## src/rtl/inv_sqrt_newton_if.sv

```systemverilog
// Operand/result handshake bundle for the inverse square root block.
// The master side supplies operands and consumes results; the slave side is the block itself.
interface inv_sqrt_newton_if #(
    parameter int INT_WIDTH   = 8,
    parameter int FRACT_WIDTH = 8
);
    localparam int W = INT_WIDTH + FRACT_WIDTH;

    logic        [W-1:0] data_in;
    logic                valid_in;
    logic                ready_in;
    logic signed [W-1:0] data_out;
    logic                valid_out;
    logic                ready_out;
    logic                zero_flag;

    modport master (
        output data_in,
        output valid_in,
        input  ready_in,
        input  data_out,
        input  valid_out,
        output ready_out,
        input  zero_flag
    );

    modport slave (
        input  data_in,
        input  valid_in,
        output ready_in,
        output data_out,
        output valid_out,
        input  ready_out,
        output zero_flag
    );
endinterface

```

## src/rtl/inv_sqrt_newton.sv

```systemverilog
// Iterative 1/sqrt(x) for an unsigned Q(INT_WIDTH.FRACT_WIDTH) operand.
// A power-of-two seed is refined by Newton-Raphson y = y*(1.5 - x*y*y/2),
// one multiply per state through a single shared multiplier. Results are
// rounded half-up, saturated, and presented with a valid/ready handshake.
module inv_sqrt_newton #(
    parameter int INT_WIDTH   = 8,
    parameter int FRACT_WIDTH = 8,
    parameter int ITERATIONS  = 3
) (
    input logic              clk,
    input logic              rst_n,
    inv_sqrt_newton_if.slave bus
);
    localparam int W   = INT_WIDTH + FRACT_WIDTH;
    localparam int FW2 = 2 * FRACT_WIDTH;
    // Working format: two guard integer bits above the operand range, doubled fraction.
    localparam int IW  = INT_WIDTH + 2 + FW2;
    localparam int PW  = 2 * IW;

    localparam logic signed [W-1:0]  OUT_MAX      = {1'b0, {(W-1){1'b1}}};
    localparam logic signed [IW-1:0] THREE_HALVES = IW'(3) <<< (FW2 - 1);

    typedef enum logic [2:0] {
        IDLE,
        SEED,
        SQ,
        MUL,
        SUB,
        UPD,
        OUT
    } state_t;

    state_t              state_q,     state_d;
    logic        [W-1:0] x_q,         x_d;
    logic signed [IW-1:0] y_q,        y_d;
    logic signed [IW-1:0] t_q,        t_d;
    logic        [2:0]   iter_q,      iter_d;
    logic                ready_in_q,  ready_in_d;
    logic                valid_out_q, valid_out_d;
    logic signed [W-1:0] data_out_q,  data_out_d;
    logic                zero_q,      zero_d;

    logic signed [IW-1:0] x_ext;
    logic signed [IW-1:0] mul_a;
    logic signed [IW-1:0] mul_b;
    logic signed [IW-1:0] mul_t;

    // Seed from the leading-one position: 2^(-e/2) for even e, 0.703125*2^(-(e-1)/2) for odd e.
    function automatic logic signed [IW-1:0] seed_of(input logic [W-1:0] x);
        int p;
        int e;
        int s;
        logic signed [IW-1:0] base;
        p = 0;
        for (int i = 0; i < W; i++) begin
            if (x[i]) p = i;
        end
        e = p - FRACT_WIDTH;
        if (e % 2 == 0) begin
            base = IW'(1);
            s    = FW2 - e / 2;
        end else begin
            // 0.703125 = 45/64
            base = IW'(45);
            s    = FW2 - 6 - (e - 1) / 2;
        end
        if (s >= 0) return base <<< s;
        else        return base >>> (-s);
    endfunction

    // Working-format product, truncated (floor) back to the working format.
    function automatic logic signed [IW-1:0] mul_trunc(input logic signed [IW-1:0] a,
                                                       input logic signed [IW-1:0] b);
        logic signed [PW-1:0] p;
        p = PW'(a) * PW'(b);
        return IW'(p >>> FW2);
    endfunction

    // Round half-up to the output fraction and clip at the largest positive output code.
    function automatic logic signed [W-1:0] round_sat(input logic signed [IW-1:0] y);
        logic signed [IW:0] sum;
        logic signed [IW:0] q;
        sum = {y[IW-1], y} + ((IW+1)'(1) <<< (FRACT_WIDTH - 1));
        q   = sum >>> FRACT_WIDTH;
        if (q > (IW+1)'(OUT_MAX)) return OUT_MAX;
        else                      return W'(q);
    endfunction

    assign x_ext = $signed({2'b00, x_q, {FRACT_WIDTH{1'b0}}});
    assign mul_t = mul_trunc(mul_a, mul_b);

    assign bus.ready_in  = ready_in_q;
    assign bus.valid_out = valid_out_q;
    assign bus.data_out  = data_out_q;
    assign bus.zero_flag = zero_q;

    // Next-state, operand selection for the shared multiplier, and output staging.
    always_comb begin
        state_d     = state_q;
        x_d         = x_q;
        y_d         = y_q;
        t_d         = t_q;
        iter_d      = iter_q;
        ready_in_d  = ready_in_q;
        valid_out_d = valid_out_q;
        data_out_d  = data_out_q;
        zero_d      = zero_q;
        mul_a       = y_q;
        mul_b       = y_q;

        case (state_q)
            IDLE: begin
                if (ready_in_q && bus.valid_in) begin
                    x_d        = bus.data_in;
                    ready_in_d = 1'b0;
                    state_d    = SEED;
                end else begin
                    ready_in_d = 1'b1;
                end
            end
            SEED: begin
                iter_d = '0;
                if (x_q == '0) begin
                    state_d = OUT;
                end else begin
                    y_d     = seed_of(x_q);
                    state_d = SQ;
                end
            end
            SQ: begin
                mul_a   = y_q;
                mul_b   = y_q;
                t_d     = mul_t;
                state_d = MUL;
            end
            MUL: begin
                mul_a   = x_ext;
                mul_b   = t_q;
                t_d     = mul_t;
                state_d = SUB;
            end
            SUB: begin
                t_d     = THREE_HALVES - (t_q >>> 1);
                state_d = UPD;
            end
            UPD: begin
                mul_a = y_q;
                mul_b = t_q;
                y_d   = mul_t;
                if (iter_q == 3'(ITERATIONS - 1)) begin
                    state_d = OUT;
                end else begin
                    iter_d  = iter_q + 3'd1;
                    state_d = SQ;
                end
            end
            OUT: begin
                // First cycle here publishes the result; afterwards wait for the consumer.
                if (!valid_out_q) begin
                    valid_out_d = 1'b1;
                    if (x_q == '0) begin
                        data_out_d = OUT_MAX;
                        zero_d     = 1'b1;
                    end else begin
                        data_out_d = round_sat(y_q);
                        zero_d     = 1'b0;
                    end
                end else if (bus.ready_out) begin
                    valid_out_d = 1'b0;
                    state_d     = IDLE;
                end
            end
            default: begin
                state_d = IDLE;
            end
        endcase
    end

    // State and datapath registers; reset clears everything and discards any in-flight operand.
    always_ff @(posedge clk or negedge rst_n) begin
        if (!rst_n) begin
            state_q     <= IDLE;
            x_q         <= '0;
            y_q         <= '0;
            t_q         <= '0;
            iter_q      <= '0;
            ready_in_q  <= 1'b0;
            valid_out_q <= 1'b0;
            data_out_q  <= '0;
            zero_q      <= 1'b0;
        end else begin
            state_q     <= state_d;
            x_q         <= x_d;
            y_q         <= y_d;
            t_q         <= t_d;
            iter_q      <= iter_d;
            ready_in_q  <= ready_in_d;
            valid_out_q <= valid_out_d;
            data_out_q  <= data_out_d;
            zero_q      <= zero_d;
        end
    end
endmodule

```

## src/flat_wrapper.sv

```systemverilog
// flat-port wrapper written by rule: the top's interface ports become plain ports
module inv_sqrt_newton_flat 
#(
    parameter int INT_WIDTH   = 8,
    parameter int FRACT_WIDTH = 8,
    parameter int ITERATIONS  = 3
)
  (clk, rst_n, bus_data_in, bus_valid_in, bus_ready_in, bus_data_out, bus_valid_out, bus_ready_out, bus_zero_flag);
  inv_sqrt_newton_if #(.INT_WIDTH(INT_WIDTH), .FRACT_WIDTH(FRACT_WIDTH)) bus_i ();
  input logic clk;
  input logic rst_n;
  input wire logic [$bits(bus_i.data_in)-1:0] bus_data_in;
  input wire logic [$bits(bus_i.valid_in)-1:0] bus_valid_in;
  output wire logic [$bits(bus_i.ready_in)-1:0] bus_ready_in;
  output wire logic [$bits(bus_i.data_out)-1:0] bus_data_out;
  output wire logic [$bits(bus_i.valid_out)-1:0] bus_valid_out;
  input wire logic [$bits(bus_i.ready_out)-1:0] bus_ready_out;
  output wire logic [$bits(bus_i.zero_flag)-1:0] bus_zero_flag;
  assign bus_i.data_in = bus_data_in;
  assign bus_i.valid_in = bus_valid_in;
  assign bus_ready_in = bus_i.ready_in;
  assign bus_data_out = bus_i.data_out;
  assign bus_valid_out = bus_i.valid_out;
  assign bus_i.ready_out = bus_ready_out;
  assign bus_zero_flag = bus_i.zero_flag;
  inv_sqrt_newton #(.INT_WIDTH(INT_WIDTH), .FRACT_WIDTH(FRACT_WIDTH), .ITERATIONS(ITERATIONS)) u_core (.clk(clk), .rst_n(rst_n), .bus(bus_i));
endmodule
```

## config.mk

```make
export PLATFORM = sky130hd
export DESIGN_NAME = inv_sqrt_newton_flat
export DESIGN_NICKNAME = d
export VERILOG_FILES = /design/src/rtl/inv_sqrt_newton_if.sv /design/src/rtl/inv_sqrt_newton.sv /design/src/flat_wrapper.sv
export SDC_FILE = /design/constraint.sdc
export NUM_CORES = 2
export LEC_CHECK = 0
export BUFFER_PORTS_ARGS = -buffer_cell sky130_fd_sc_hd__buf_2
export CORE_UTILIZATION = 30
export DETAILED_ROUTE_END_ITERATION = 16
export GPL_TIMING_DRIVEN = 0
export PLACE_DENSITY = 0.53
export REMOVE_ABC_BUFFERS = 1
export SLEW_MARGIN = 20
export SYNTH_ARGS = -nofsm -noshare
export SYNTH_HDL_FRONTEND = slang
export SYNTH_SLANG_ARGS = --single-unit
```

## constraint.sdc

```tcl
create_clock -name clk -period 13.2 [get_ports clk]
set_clock_uncertainty 0.15 [all_clocks]
set_input_delay 1.98 -clock clk [delete_from_list [all_inputs] [get_ports clk]]
set_output_delay 1.98 -clock clk [all_outputs]
set_load 0.02 [all_outputs]
```

# Word-level counts from Yosys, hierarchy flattened

Cells that the tools add are included.

$mul: 1
Reductions and logical operators: 13
Magnitude comparators: 2
Bitwise logic cells: 3
Add/subtract/negate cells: 10
Shift-type cells: 2
Muxes and demuxes: 43
Equal/unequal tests: 12

Operators by type and width:

| kind                   | number |
|---|---|
| $mux 32                | 5 |
| $mux 26                | 6 |
| $pmux 26 s2            | 2 |
| $add 32x1->32          | 2 |
| $mul 26x26->42         | 1 |
| $ge 32x1->1 const B    | 1 |
| $logic_not 32->1       | 1 |
| $mux 16                | 2 |
| $mux 4                 | 8 |
| $neg 32->32            | 1 |
| $sshl 26x32->26        | 1 |
| $sshr 26x32->26        | 1 |
| $sub 32x2->32 const B  | 1 |
| $sub 32x5->32 const B  | 1 |
| $sub 5x32->32 const A  | 1 |
| $sub 6x32->32 const A  | 1 |
| $mux 3                 | 10 |
| $add 26x9->27 const B  | 1 |
| $sub 18x25->26 const A | 1 |
| $pmux 3 s7             | 1 |
| $gt 19x16->1 const B   | 1 |
| $logic_not 16->1       | 1 |
| $eq 3x2->1 const B     | 3 |
| $eq 3x3->1 const B     | 3 |
| other kinds (16)       | 30 |

Flip-flop bits (word level): 93
Input port bits: 20

# Depth between registers and ports, before layout

Depth after elaboration: 30
Gate-level depth with buffers: 32
Depth with buffers taken out: 29

# Least setup slack after synthesis

Ideal clock, no wire load.

Path kind: reg-to-reg
Start: register u_core.state_q[2]
End: register u_core.y_q[23]
Arrival time: 8.803 ns
Library setup time: 0.134 ns
Data required time: 12.916 ns
Buffers on the path: 4
Cell stages (with the launch flop): 31
Path slack: 4.113 ns
Period minus slack after synthesis: 9.087 ns
Cell sequence: dfrtp_1 -> nand3b_1 -> buf_1 -> nand2_1 -> clkbuf_1 -> buf_1 -> mux2_2 -> clkbuf_1 -> nand2_1 -> fa_1 -> inv_1 -> fa_1 -> fa_1 -> fa_1 -> fa_1 -> inv_1 -> fa_1 -> inv_1 -> fa_1 -> ha_1 -> a211oi_1 -> a32oi_1 -> and4_1 -> o21a_1 -> o2111a_1 -> o2111ai_1 -> o21ai_1 -> a31o_2 -> or3_1 -> a32oi_1 -> o21ai_0

Word-level cells in the longest chain between the ends: 5

Ends and longest elaborated chain:

| what                                            | line                   | RTL |
|---|---|---|
| start: declaration                              | inv_sqrt_newton.sv:33  | `state_t state_q, state_d;` |
| start signal: assignment                        | inv_sqrt_newton.sv:192 | `state_q <= state_d;` |
| $eq 3x2->1 / $eq 3x3->1 (equally long branches) | inv_sqrt_newton.sv:111 | `case (state_q)` |
| $reduce_or 2->1 (no line)                       | --                     |  |
| $mux 26                                         | inv_sqrt_newton.sv:111 |  |
| $mul 26x26->42                                  | inv_sqrt_newton.sv:75  | `p = PW'(a) * PW'(b);` |
| $pmux 26 s2                                     | inv_sqrt_newton.sv:111 |  |
| end signal: assignment                          | inv_sqrt_newton.sv:194 | `y_q <= y_d;` |
| end: declaration                                | inv_sqrt_newton.sv:35  | `logic signed [IW-1:0] y_q, y_d;` |

Several ways; a longest one is shown, not always the timed one.
A chain may end at the register's enable or synchronous reset.

# Worst setup path in the final report

Start: register u_core.state_q[1]
End: register u_core.t_q[25]

Word-level cells in the longest chain between the ends: 5

Ends and longest elaborated chain:

| what                                            | line                   | RTL |
|---|---|---|
| $eq 3x2->1 / $eq 3x3->1 (equally long branches) | inv_sqrt_newton.sv:111 |  |
| $reduce_or 2->1 (no line)                       | --                     |  |
| $mux 26                                         | inv_sqrt_newton.sv:111 |  |
| $mul 26x26->42                                  | inv_sqrt_newton.sv:75  |  |
| $pmux 26 s2                                     | inv_sqrt_newton.sv:111 |  |
| end signal: assignment                          | inv_sqrt_newton.sv:195 | `t_q <= t_d;` |
| end: declaration                                | inv_sqrt_newton.sv:36  | `logic signed [IW-1:0] t_q, t_d;` |

Several ways; a longest one is shown, not always the timed one.

==> flow_summary.yaml <==
layout:
  layout_commonest_cell: "inv_1"
  syn2layout_area_growth_pct: 6.37
  drive_gt1_share_pct: 5.43
  final_cell_mix: "inv_1, fa_1, nand2_1"
  nNetsFinal: 3974
  final_area_mm2: 0.0302
cts:
  cts_resized: 0
  cts_setup_buffers: 0
  cts_htree_levels: 3
  clockRootBuffer: "clkbuf_16"
  clockBufferDepth: 2
  cts_tree: "yes"
  cts-buffers-inserted: 9
  clk_latency_ps: 370
  cts_num_sinks: 93
  clkTransAtPathRegs_ps: 70
  cts_hold_buffers: 0
yosys:
  syn_inst: 3302
  async_reset_ff_share_pct: 100
  synth.avg_cell_area_um2: 8.59
  syn-cell-area_mm2: 0.0284
  ys_warn_count: 0
  yosysSeqAreaShare_pct: 8.21
  yosysUniqueCellTypes: 89
  synth_seq_cells: 93
  synth_edf_count: 0
  ys.flop_type: "dfrtp_1"
grt:
  grt.overflow.total: 0
  grt_pass1_vias: 23057
  antenna_found_initial: 0
  grt_max_degree: 63
  grt_pass1_wl_um: 138000
  track_usage_pct: 18.8
worst_setup_path:
  r2r_cells: 27
  max_stage_delay_ps: 1030
  timing.rr.start: "u_core.state_q[1]$_DFFE_PN0P_"
  crit_type: "flip-flop to flip-flop"
  slowest_stage: "nand2_2"
  r2r_end: "u_core.t_q[25]$_DFFE_PN0P_"
  endpoint: "u_core.t_q[25]$_DFFE_PN0P_"
  crit_top_cell: "fa_1"
  required_ps: 13240
  reg2reg_slack_ps: 2290
  critPathLaunch: "u_core.state_q[1]$_DFFE_PN0P_"
  critPathArrivalTime_ps: 10950
  start_kind: "flip-flop"
  end_kind: "flip-flop"
  cp_max_fo: 28
placement:
  numPortBuffers: 38
  hpwl_um: 68800
  finalWeightedCongestion: 0.904
  postPlaceCellArea_mm2: 0.0298
routing:
  drt_wl_total_um: 86800
  drc: 0
  post_drt_wl_per_cell_um: 19.4
  via_per_inst: 4.98
  ant_nets: 0
  drtIter0Drc: 1348
  vias: 22234
  drt_pass1_iterations: 5
timing:
  maxSlewHeadroom_pct: 22.7
  max_clock_freq_mhz: 91.7
  tightest_slew_ps: 1160
  finalCritPeriodShare_pct: 82.7
  slew_viol_final: 0
  hold_viol_final: 0
  setup_violations: 0
  rsz0062_at_grt: "no"
  finalCriticalPeriod_ps: 10910
run:
  drv_cap: 0
floorplan:
  rows: 112
  die_h_um: 309
  initial_utilization_pct: 30.3
  die-width_um: 309
  die_area_mm2: 0.0958
  io_pins: 39
  core_mm2: 0.0935
worst_hold_path:
  hold_depth: 2
  hold_class: "flip-flop to flip-flop"
outcome:
  status: "finished clean"
## worst max-delay path, delay by kind of cell, from the launching register on
family,cells,cell delay [ps]
AO/OA/AOI/OAI,8,2390
XOR/XNOR,1,200
adder cells (fa/ha/maj),8,4020
buffers and inverters,5,330
flip-flops,1,540
multiplexers,1,950
AND/OR/NAND/NOR,4,2100
## through the flow
| step | instances | setup TNS (ps) | util [%] | hold slack [ps] | setup WS [ps] |
|---|---|---|---|---|---|
| 5_1_grt | 4460 | 0 | 32.3 | 408 | 1640 |
| 2_1_floorplan | 3140 | 0 | - | 331 | 2950 |
| 6_report | 4462 | 0 | 32.3 | 352 | 2290 |
| 3_3_place_gp | 4432 | -13590 | 31.6 | 329 | -614 |
| 4_1_cts | 4460 | 0 | 32.3 | 352 | 2380 |
| 3_5_place_dp | 4444 | 0 | 31.9 | 335 | 2420 |
## metal layers
metal	wire [um]	track usage [%]	up-vias	part of all wire, %
li1	-	-	10072	-
met1	37700	25.7	11390	43
met2	41100	30.9	667	47
met3	5560	2.81	105	6.4
met4	2450	5.07	0	2.8
met5	0	0	-	0
## kinds of logic (layout without fill, tap and decap cells)
group / count (synthesis) / after routing / synth area share (%)
AND/OR/NAND/NOR: 1110 / 1110 / 17.0
buffers and inverters: 773 / 677 / 10.3
adder cells (fa/ha/maj): 753 / 753 / 48.8
AO/OA/AOI/OAI: 387 / 387 / 9.27
XOR/XNOR: 107 / 107 / 3.33
flip-flops: 93 / 93 / 8.21
multiplexers: 79 / 79 / 3.02
other: 0 / 2 / 0
## cells in the mapped netlist (all sizes together) (10+ instances only)
master / number / share of area, %
nor4: 15 / 0.38
nor3: 45 / 0.79
o21ai: 77 / 1.4
nand2b: 18 / 0.40
ha: 163 / 7.2
o21a: 12 / 0.32
and2: 52 / 1.1
mux2i: 26 / 0.92
a21o: 27 / 0.71
nand3: 41 / 0.74
fa: 590 / 42
a21oi: 101 / 1.8
a211oi: 22 / 0.64
and3: 16 / 0.35
o22ai: 12 / 0.26
o211ai: 15 / 0.43
or3: 14 / 0.31
buf: 24 / 0.38
xnor2: 72 / 2.2
xor2: 35 / 1.1
mux2: 53 / 2.1
dfrtp: 93 / 8.2
nand4: 13 / 0.29
clkbuf: 138 / 1.8
nor2: 266 / 3.5
a31oi: 19 / 0.42
o21bai: 10 / 0.26
nor2b: 13 / 0.29
inv: 610 / 8.1
nand2: 574 / 7.6
## how the worst min path moves through the flow
| stage | from | to | slack [ps] |
|---|---|---|---|
| 2_1_floorplan | u_core.y_q[6]$_DFFE_PN0P_ | u_core.y_q[6]$_DFFE_PN0P_ | 330 |
| 3_3_place_gp | u_core.bus.zero_flag$_DFFE_PN0P_ | u_core.bus.zero_flag$_DFFE_PN0P_ | 330 |
| 6_report | u_core.bus.zero_flag$_DFFE_PN0P_ | u_core.bus.zero_flag$_DFFE_PN0P_ | 350 |
| 3_5_place_dp | u_core.bus.zero_flag$_DFFE_PN0P_ | u_core.bus.zero_flag$_DFFE_PN0P_ | 340 |
| 4_1_cts | u_core.bus.zero_flag$_DFFE_PN0P_ | u_core.bus.zero_flag$_DFFE_PN0P_ | 350 |
| 5_1_grt | u_core.bus.data_out[9]$_DFFE_PN0P_ | u_core.bus.data_out[9]$_DFFE_PN0P_ | 410 |
## flip-flops by register name, indices dropped and copies added, names as in the netlist
name and cells:
u_core.bus.ready_in 1, u_core.y_q 26, u_core.bus.zero_flag 1, u_core.bus.valid_out 1, u_core.t_q 26, u_core.iter_q 3, u_core.x_q 16, u_core.bus.data_out 16
u_core.state_q 3
## area by class of cell
cell class / instances / area (um^2)
fillers: 9880 / 63300
multi-input cells: 2436 / 23300
flip-flops and latches: 93 / 2330
inverters: 611 / 2290
well taps: 1254 / 1570
repair buffers: 50 / 412
clock buffers: 9 / 225
clock inverters: 7 / 81.3
diodes: 2 / 5.00
Power is not shown: default switching activity piles up to over one toggle a cycle in this logic, so the estimate is an artifact.
